--- config.mk ---
export PLATFORM = sky130hd
export DESIGN_NAME = gmii_mac_tx
export DESIGN_NICKNAME = d
export VERILOG_FILES = /design/src/rtl/eth_pkg.sv /design/src/rtl/crc32_d8.sv /design/src/rtl/gmii_mac_tx.sv
export SDC_FILE = /design/constraint.sdc
export NUM_CORES = 1
export LEC_CHECK = 0
export ABC_AREA = 0
export BUFFER_PORTS_ARGS = -buffer_cell sky130_fd_sc_hd__buf_4
export CORE_MARGIN = 4
export CORE_UTILIZATION = 45
export DETAILED_ROUTE_END_ITERATION = 8
export PLACE_DENSITY_LB_ADDON = 0.08
export SKIP_LAST_GASP = 1
export SYNTH_ARGS = -nofsm -noshare
export SYNTH_HDL_FRONTEND = slang
export SYNTH_SLANG_ARGS = --single-unit
export TNS_END_PERCENT = 50
--- constraint.sdc ---
create_clock -name gmii_tx_clk -period 5.15 [get_ports gmii_tx_clk]
set_input_delay 0.515 -clock gmii_tx_clk [delete_from_list [all_inputs] [get_ports gmii_tx_clk]]
set_output_delay 0.515 -clock gmii_tx_clk [all_outputs]
set_load 0.05 [all_outputs]
--- src/rtl/eth_pkg.sv ---
// Shared Ethernet constants, transmit FSM encoding and the byte-wide CRC-32 step.
package eth_pkg;

    localparam logic [7:0]  PREAMBLE_BYTE = 8'h55;
    localparam logic [7:0]  SFD_BYTE      = 8'hD5;
    localparam logic [31:0] CRC_POLY      = 32'h04C1_1DB7;
    localparam logic [31:0] CRC_INIT      = 32'hFFFF_FFFF;
    localparam logic [31:0] CRC_RESIDUE   = 32'hC704_DD7B;

    typedef enum logic [2:0] {
        StIdle,
        StPre,
        StSfd,
        StData,
        StPad,
        StFcs,
        StIfg
    } tx_state_e;

    function automatic logic [31:0] reflect32(input logic [31:0] v);
        logic [31:0] r;
        r = '0;
        for (int i = 0; i < 32; i++) begin
            r[i] = v[31-i];
        end
        return r;
    endfunction

    // Ethernet sends LSB first, so the register runs in reflected form.
    function automatic logic [31:0] crc32_byte(input logic [31:0] crc, input logic [7:0] data);
        logic [31:0] c;
        c = crc ^ {24'h0, data};
        for (int i = 0; i < 8; i++) begin
            c = c[0] ? ((c >> 1) ^ reflect32(CRC_POLY)) : (c >> 1);
        end
        return c;
    endfunction

endpackage

--- src/rtl/crc32_d8.sv ---
// Byte-per-cycle reflected CRC-32 register with synchronous init; shared by TX and RX paths.
module crc32_d8
    import eth_pkg::*;
(
    input  logic        clk_i,
    input  logic        rst_i,
    input  logic        init_i,
    input  logic        en_i,
    input  logic [7:0]  data_i,
    output logic [31:0] crc_o
);

    logic [31:0] crc_q;

    always_ff @(posedge clk_i) begin
        if (rst_i || init_i) begin
            crc_q <= CRC_INIT;
        end else if (en_i) begin
            crc_q <= crc32_byte(crc_q, data_i);
        end
    end

    assign crc_o = crc_q;

endmodule

--- src/rtl/gmii_mac_tx.sv ---
// GMII transmit framer: preamble, SFD, payload, optional pad, FCS and inter-frame gap.
// Define GMII_TX_PAD_EN to pad short frames with zeros up to MIN_DATA_BYTES.
module gmii_mac_tx
    import eth_pkg::*;
#(
    parameter int unsigned PREAMBLE_BYTES = 7,
    parameter int unsigned MIN_DATA_BYTES = 60,
    parameter int unsigned IFG_BYTES      = 12,
    parameter int unsigned CNT_W          = 11
) (
    input  logic       gmii_tx_clk,
    input  logic       rst,
    input  logic [7:0] s_data,
    input  logic       s_valid,
    input  logic       s_last,
    output logic       s_ready,
    output logic       gmii_tx_en,
    output logic [7:0] gmii_txd,
    output logic       tx_busy,
    output logic       frame_done,
    output logic       underrun
);

    tx_state_e        state_q;
    logic [CNT_W-1:0] cnt_q;
    logic [CNT_W-1:0] cnt_inc;
    logic             abort_q;
    logic [31:0]      crc;
    logic [31:0]      fcs_word;
    logic [7:0]       fcs_byte;
    logic             accept;

    assign s_ready = (state_q == StData);
    assign tx_busy = (state_q != StIdle);
    assign accept  = s_ready && s_valid;
    assign cnt_inc = (cnt_q == '1) ? cnt_q : cnt_q + 1'b1;

    crc32_d8 u_crc (
        .clk_i  (gmii_tx_clk),
        .rst_i  (rst),
        .init_i (state_q == StIdle),
        .en_i   (accept || (state_q == StPad)),
        .data_i ((state_q == StPad) ? 8'h00 : s_data),
        .crc_o  (crc)
    );

    // An aborted frame sends the raw register so the receiver's FCS check fails.
    always_comb begin
        fcs_word = abort_q ? crc : ~crc;
        fcs_byte = fcs_word[7:0];
        case (cnt_q[1:0])
            2'd0:    fcs_byte = fcs_word[7:0];
            2'd1:    fcs_byte = fcs_word[15:8];
            2'd2:    fcs_byte = fcs_word[23:16];
            default: fcs_byte = fcs_word[31:24];
        endcase
    end

    always_ff @(posedge gmii_tx_clk) begin
        if (rst) begin
            state_q    <= StIdle;
            cnt_q      <= '0;
            abort_q    <= 1'b0;
            gmii_tx_en <= 1'b0;
            gmii_txd   <= 8'h00;
            frame_done <= 1'b0;
            underrun   <= 1'b0;
        end else begin
            frame_done <= 1'b0;
            underrun   <= 1'b0;
            unique case (state_q)
                StIdle: begin
                    gmii_tx_en <= 1'b0;
                    gmii_txd   <= 8'h00;
                    cnt_q      <= '0;
                    abort_q    <= 1'b0;
                    if (s_valid) state_q <= StPre;
                end
                StPre: begin
                    gmii_tx_en <= 1'b1;
                    gmii_txd   <= PREAMBLE_BYTE;
                    if (cnt_q == CNT_W'(PREAMBLE_BYTES - 1)) begin
                        cnt_q   <= '0;
                        state_q <= StSfd;
                    end else begin
                        cnt_q <= cnt_q + 1'b1;
                    end
                end
                StSfd: begin
                    gmii_tx_en <= 1'b1;
                    gmii_txd   <= SFD_BYTE;
                    state_q    <= StData;
                end
                StData: begin
                    gmii_tx_en <= 1'b1;
                    if (s_valid) begin
                        gmii_txd <= s_data;
                        cnt_q    <= cnt_inc;
                        if (s_last) begin
`ifdef GMII_TX_PAD_EN
                            if (cnt_inc < CNT_W'(MIN_DATA_BYTES)) begin
                                state_q <= StPad;
                            end else begin
                                cnt_q   <= '0;
                                state_q <= StFcs;
                            end
`else
                            cnt_q   <= '0;
                            state_q <= StFcs;
`endif
                        end
                    end else begin
                        // Starved: first FCS byte goes out now so tx_en never drops mid-frame.
                        gmii_txd <= crc[7:0];
                        underrun <= 1'b1;
                        abort_q  <= 1'b1;
                        cnt_q    <= CNT_W'(1);
                        state_q  <= StFcs;
                    end
                end
                StPad: begin
                    gmii_tx_en <= 1'b1;
                    gmii_txd   <= 8'h00;
                    if (cnt_inc >= CNT_W'(MIN_DATA_BYTES)) begin
                        cnt_q   <= '0;
                        state_q <= StFcs;
                    end else begin
                        cnt_q <= cnt_inc;
                    end
                end
                StFcs: begin
                    gmii_tx_en <= 1'b1;
                    gmii_txd   <= fcs_byte;
                    if (cnt_q[1:0] == 2'd3) begin
                        frame_done <= 1'b1;
                        cnt_q      <= '0;
                        state_q    <= StIfg;
                    end else begin
                        cnt_q <= cnt_q + 1'b1;
                    end
                end
                StIfg: begin
                    gmii_tx_en <= 1'b0;
                    gmii_txd   <= 8'h00;
                    if (cnt_q == CNT_W'(IFG_BYTES - 1)) begin
                        cnt_q   <= '0;
                        state_q <= StIdle;
                    end else begin
                        cnt_q <= cnt_q + 1'b1;
                    end
                end
                default: state_q <= StIdle;
            endcase
        end
    end

endmodule
After elaboration in Yosys (flattened, before gate mapping)
Cells that the tools add are included.
Widths: inputs -> output; s select.
{ "totals": {"register_bits": 58, "out_inout_bits": 13, "inputBits": 12} }
{ "op_classes": {"n_lt_le_gt_ge": 1, "muxes": 34, "eq_ne": 19, "bitwise_logic": 12, "add_sub_neg": 1, "reduce_logical": 17} }
{ "op_table": {"columns": ["operator", "n"], "rows": [
  ["$mux 32", 9],
  ["$not 13->14", 8],
  ["$mux 11", 7],
  ["$pmux 11 s6", 1],
  ["$pmux 8 s5", 1],
  ["$not 32->32", 1],
  ["$xor 32x8->32", 1],
  ["$pmux 8 s3", 1],
  ["$mux 3", 7],
  ["$pmux 3 s7", 1],
  ["$mux 8", 2],
  ["$add 11x1->11 const B", 1],
  ["$eq 11x11->1 const B", 1],
  ["$eq 11x3->1 const B", 1],
  ["$eq 11x4->1 const B", 1],
  ["$ge 11x6->1 const B", 1],
  ["$ne 2x2->1 const B", 5],
  ["$eq 3x3->1 const B", 3],
  ["$eq 3x2->1 const B", 2],
  ["$reduce_and 6->1", 1],
  ["$reduce_bool 6->1", 1],
  ["$reduce_or 2->1", 3],
  ["$reduce_bool 5->1", 1],
  ["$reduce_or 5->1", 1],
  ["16 further kinds", 23]
]} }

Longest topological paths before layout
{ "depth": {"ltp_word": 19, "depth_mapped": 10, "ltp_nobuf": 9} }

Cells and area by module
From an unflattened synthesis, not the netlist that was laid out.
{ "hier_totals": {"hier_cells": 512, "area_unflattened_um2": 4105.2} }
{ "modules_own_cells": {"columns": ["mod", "cells_per_inst", "n_inst", "area_each_um2"], "rows": [
  ["gmii_mac_tx", 316, 1, 2244.7],
  ["crc32_d8", 196, 1, 1860.5]
]} }

Least setup slack after synthesis
Ideal clock, no wire load.
{ "synth_path": {"path_kind": "reg2reg", "startpoint": "register cnt_q[1]", "endpoint": "register cnt_q[2]", "path_buffers": 0, "t_arrival_ps": 2578, "required_ps": 5079, "stages_incl_launch_ff": 10, "setup_time_ps": 71, "path_slack_ps": 2501, "cell_sequence": "dfxtp_1 > ha_1 > clkinv_1 > ha_1 > and3b_1 > o31a_1 > a211oi_1 > o21ai_0 > a221o_1 > a21oi_1"} }
{ "synth_via": {"elab_chain_len": 5, "word_cells_on_any_way": 14, "cone_classes": "add/sub: 1; order compare: 1; eq/ne: 4; mux: 8"} }
{ "synth_rtl": {"columns": ["item", "line", "text"], "rows": [
  ["start, declared", "gmii_mac_tx.sv:25", "logic [CNT_W-1:0] cnt_q;"],
  ["start signal, assigned", "gmii_mac_tx.sv:86", "cnt_q <= cnt_q + 1'b1;"],
  ["start signal, assigned", "gmii_mac_tx.sv:98", "cnt_q <= cnt_inc;"],
  ["start signal, assigned", "gmii_mac_tx.sv:128", "cnt_q <= cnt_inc;"],
  ["$add 11x1->11 / $eq 11x11->1 (equally long branches)", null, null],
  ["$mux 11", "gmii_mac_tx.sv:36", "assign cnt_inc = (cnt_q == '1) ? cnt_q : cnt_q + 1'b1;"],
  ["$ge 11x6->1 / $mux 11 (equally long branches)", "gmii_mac_tx.sv:124, gmii_mac_tx.sv:99", null],
  ["$mux 11 (on tied branches)", "gmii_mac_tx.sv:124, gmii_mac_tx.sv:96", null],
  ["$pmux 11 s6 (*)", "gmii_mac_tx.sv:71", "unique case (state_q)"]
]} }
Every way passes the cells marked *; elsewhere a longest branch is shown, timed or not.
A chain may end at the register's enable or synchronous reset.

Worst setup path after layout
{ "layout_path": {"startpoint": "register state_q[2]", "endpoint": "register u_crc.crc_q[19], in the netlist u_crc.crc_o[19]"} }
{ "layout_via": {"elab_chain_len": 16, "word_cells_on_any_way": 23, "cone_classes": "eq/ne: 2; mux: 9; bitwise: 8; reduce/logical: 4"} }
{ "layout_rtl": {"columns": ["item", "line", "text"], "rows": [
  ["start, declared", "gmii_mac_tx.sv:24", "tx_state_e state_q;"],
  ["start signal, assigned", "gmii_mac_tx.sv:61", "state_q <= StIdle;"],
  ["start signal, assigned", "gmii_mac_tx.sv:77", "if (s_valid) state_q <= StPre;"],
  ["start signal, assigned", "gmii_mac_tx.sv:84", "state_q <= StSfd;"],
  ["$eq 3x3->1", "gmii_mac_tx.sv:42, gmii_mac_tx.sv:43", null],
  ["$mux 8", "gmii_mac_tx.sv:43", ".data_i ((state_q == StPad) ? 8'h00 : s_data),"],
  ["$xor 32x8->32", "eth_pkg.sv:32", "c = crc ^ {24'h0, data};"],
  ["$mux 32 (2 in a row)", "eth_pkg.sv:34", "c = c[0] ? ((c >> 1) ^ reflect32(CRC_POLY)) : (c >> 1);"],
  ["$not 13->14 (no line)", null, null],
  ["$mux 32", "eth_pkg.sv:34", null],
  ["$not 13->14 (no line)", null, null],
  ["$mux 32 (2 in a row)", "eth_pkg.sv:34", null],
  ["$not 13->14 (no line)", null, null],
  ["$mux 32", "eth_pkg.sv:34", null],
  ["$not 13->14 (no line)", null, null],
  ["$mux 32", "eth_pkg.sv:34", null],
  ["$not 13->14 (no line)", null, null],
  ["$mux 32", "eth_pkg.sv:34", null],
  ["end signal, assigned", "crc32_d8.sv:19", "crc_q <= crc32_byte(crc_q, data_i);"],
  ["end, declared", "crc32_d8.sv:13", "logic [31:0] crc_q;"]
]} }
Parallel ways exist; a longest one is shown, timed or not.

==> impl_summary.txt <==
----------------------------------------------------
[Clock tree]
  Clock insertion delay at the later pin of the skew report ... roughly 350 ps
  CTS tree ... done
  Total clock sinks ... 58
  Deepest clock path buffer count ... 2
  Buffer type at the clock tree root ... sky130_fd_sc_hd__clkbuf_8
  Post-CTS Setup Repair Bufs ... 0
  Total CTS buffers ... 9
  Total of cells resized after clock tree synthesis ... 0
  Total number of H-tree levels ... 3
  Post-cts hold buffer count ... 0
  Post-CTS clock slew at the launch and capture registers of the worst setup and hold paths ... about 70 ps

[Placement]
  Placed instance area ... around 4500 um^2
  Global placer's final weighted congestion ... 0.902
  Count of input and output buffers ... 24
  Pre-CTS worst setup slack ... around 1900 ps
  HPWL after detailed placement ... roughly 9100 um
  Placed cell count ... about 650

[Yosys]
  Dominant register cell in the synthesized netlist ... sky130_fd_sc_hd__dfxtp_1
  Top post-synthesis cells by area ... sky130_fd_sc_hd__dfxtp_1 (27%), sky130_fd_sc_hd__xnor2_1 (7.4%), sky130_fd_sc_hd__nand2_1 (5.8%)
  Cell variety after synth ... 66
  Share of cell area taken by muxes after synthesis ... between 2 and 2.5%
  Cell taking the most area after synthesis ... sky130_fd_sc_hd__dfxtp_1
  Post-synthesis net count ... around 550
  Number of synthesis warnings ... 0
  Commonest cells in the netlist ... sky130_fd_sc_hd__nand2_1 (66), sky130_fd_sc_hd__dfxtp_1 (58), sky130_fd_sc_hd__o21ai_0 (47), sky130_fd_sc_hd__nor2_1 (36), sky130_fd_sc_hd__xnor2_1 (36)
  Most used standard cell by instance count after synthesis ... sky130_fd_sc_hd__nand2_1
  Area fraction in and, or, nand and nor cells after synthesis ... approximately 22%
  Seq/Total Area, Yosys ... a little over a quarter
  Main combinational cell family by area after synthesis ... compound AO/OA/AOI/OAI gates
  Count of mapped cells out of synthesis ... ~540
  Synth Area in XOR/XNOR ... 15.2%
  Number of synthesized flops with an enable pin ... 0
  Adder and majority cell fraction of the synthesized area ... under 10%
  Post-synthesis compound-gate area fraction ... a little over a quarter
  Top cell type's share of synthesized area ... 27.3%
  Cell area after synthesis ... around 4300 um^2
  Fraction of registers with async set or reset after synthesis ... 0%
  Syn Area/Cell ... 7.95 um^2
  Number of synthesized register bits ... between 50 and 60

[Setup path]
  Logic depth of the worst path, buffers included ... 6
  Slowest stage delay, CP ... just over 700 ps
  Kind of critical path ... reg -> reg
  Highest-delay cell along the critical path ... sky130_fd_sc_hd__dfxtp_1
  Worst-path cell chain ... or3b_4 > a211oi_4 > xnor2_2 > xor2_2 > xnor3_1 > o21ai_0
  Max FO, Critical Path ... 24
  Crit path launch ... state_q[2]
  Worst reg2reg path depth ... 6
  Required time of the critical path ... 5430 ps
  Startpoint types ... flip-flop
  Crit-path leading delay family ... XOR/XNOR gates
  Critical path arrival ... ~3500 ps
  Buffers and inverters on the worst path ... 0
  Source of the worst register-to-register timing path ... state_q[2]
  Endpoint type of the worst setup path ... flip-flop

[Min path]
  HP Start ... gmii_txd[2]
  Worst Hold Path Cells ... 2
  Hold WC Path Type ... reg -> reg

[Route]
  Via total after detailed routing ... 4021
  Count of unresolved DRC violations after routing ... 0
  DRT Pass-1 Iters ... 5
  WL final ... roughly 13000 um
  Vias/cell ... 6.00
  Routed length per placed instance ... between 15 and 20 um
  Detailed Route Iter0 Violations ... between 200 and 300
  Antenna violation net count after detailed routing ... 0

[Global route]
  Overall track demand over capacity in global routing ... about a quarter
  Antenna violations before repair ... 0
  Global-route wire length before repair ... between 20000 and 25000 um
  Remaining global-route overflow ... 0
  Pin count of the biggest net entering global routing ... 52
  Via count of the first global-routing pass ... between 3000 and 4000

[Power]
  Worst voltage drop across the vdd grid ... 0.168 mV
  Static Leak ... ~1.8 nW
  Pwr dens ... roughly 360 nW/um^2

[Timing]
  Slew Limit Fails ... 0
  Number of hold violations in the final report ... 0
  Final cycle utilization of the critical path ... a little under two thirds
  Worst-case setup margin in the final layout ... 1880 ps
  Final setup violation count ... 0
  Minimum clock period ... around 3300 ps
  Clock Skew ... 8.50 ps
  Accumulated negative setup slack ... 0 ps
  Peak Freq ... just over 300 MHz
  Rel. slew slack ... 43.1%
  Pin slew with the least headroom to its limit ... roughly 840 ps
  Unrepaired setup endpoints after global routing ... no

[Layout]
  # fillers ... about 930
  Area Growth Syn to Fin ... 9.37%
  Multi-input gate area ... a little under 3000 um^2
  Fraction of final layout cells with drive strength greater than 1 ... about an eighth
  Final non-filler cell total ... 670
  Final standard cell area without fillers ... between 4000 and 5000 um^2
  Sequential cell area ... 1160 um^2
  Post-layout nets ... 554
  Final antenna diode count ... 0

[Floorplanning]
  Number of core rows ... 35
  Core area ... roughly 9200 um^2
  Die Span X ... 105 um
  Die height ... ~110 um
  Area of the die ... between 10000 and 15000 um^2
  Ports ... 25
  Starting density of the core ... 46.1%

[Outcome]
  Result of the run ... finished clean

[Job]
  Max capacitance violation total ... 0

----------------------------------------------------
[where the power goes]
part	internal (mW)	switching [mW]	total (mW)
Combinational	0.267	0.472	0.739
Sequential	0.484	0.0593	0.543
Clock	0.213	0.192	0.405
[placed cells by master, fill, tap and decap left out, types with 7 or more instances in the layout]
master                      n
sky130_fd_sc_hd__nand2_1   66
sky130_fd_sc_hd__dfxtp_1   58
sky130_fd_sc_hd__o21ai_0   47
sky130_fd_sc_hd__xnor2_1   36
sky130_fd_sc_hd__nor2_1    35
sky130_fd_sc_hd__buf_4     27
sky130_fd_sc_hd__o211ai_1  22
sky130_fd_sc_hd__xor2_1    21
sky130_fd_sc_hd__a21oi_1   21
sky130_fd_sc_hd__nor2b_1   18
sky130_fd_sc_hd__nor3_1    15
sky130_fd_sc_hd__o22ai_1   13
sky130_fd_sc_hd__a22oi_1   13
sky130_fd_sc_hd__clkbuf_8  12
sky130_fd_sc_hd__inv_1     10
sky130_fd_sc_hd__a222oi_1   7
sky130_fd_sc_hd__a31oi_1    7
[sequential cells by signal, summed over array words and instances, names as in the netlist]
signal	count
cnt_q	11
underrun	1
state_q	3
gmii_txd	8
u_crc.crc_o	32
gmii_tx_en	1
abort_q	1
frame_done	1
[metrics by stage]
stage / utilization, % / hold WS (ps) / power, mW
after detailed placement: 48.4 / 487 / 1.29
after global placement: 48.4 / 484 / 1.29
after floorplan: - / 499 / 1.10
after global routing: 50.4 / 512 / 1.79
final: 50.4 / 494 / 1.69
after CTS: 50.4 / 498 / 1.70
[cells by family (layout without fill, tap and decap cells)]
kind of cell	after synthesis	in the layout
AND/OR/NAND/NOR	182	182
AO/OA/AOI/OAI	167	167
XOR/XNOR	65	65
flip-flops	58	58
buffers and inverters	49	54
multiplexers	9	9
adder cells (fa/ha/maj)	6	6
[worst register-to-register path, delay by kind of cell (launching register included)]
family | cells | cell delay (ps)
XOR/XNOR | 3 | 1130
AO/OA/AOI/OAI | 2 | 770
flip-flops | 1 | 710
AND/OR/NAND/NOR | 1 | 580
[path summary, 6_finish.rpt]
kind,end,slack [ps]
setup / recovery,u_crc.crc_o[19],1880
hold / removal,gmii_txd[2],490
setup reg to reg,u_crc.crc_o[19],1880
hold reg to reg,gmii_txd[2],490
[area by class of cell]
class	count	area share, %
Multi-Input combinational cell	429	62.5
Sequential cell	58	24.9
Timing Repair Buffer	27	4.35
Clock buffer	14	3.71
Tap cell	129	3.46
Inverter	11	0.886
Clock inverter	2	0.215
[per-layer routing]
layer,GRT usage (%),part of all wire (%),vias up
met4,6.94,2.0,0
li1,-,-,1944
met3,5.94,6.2,21
met1,30.7,45,1919
met2,37.9,47,137
met5,0,0,-
Note: power is estimated with default switching activity, not from simulation.
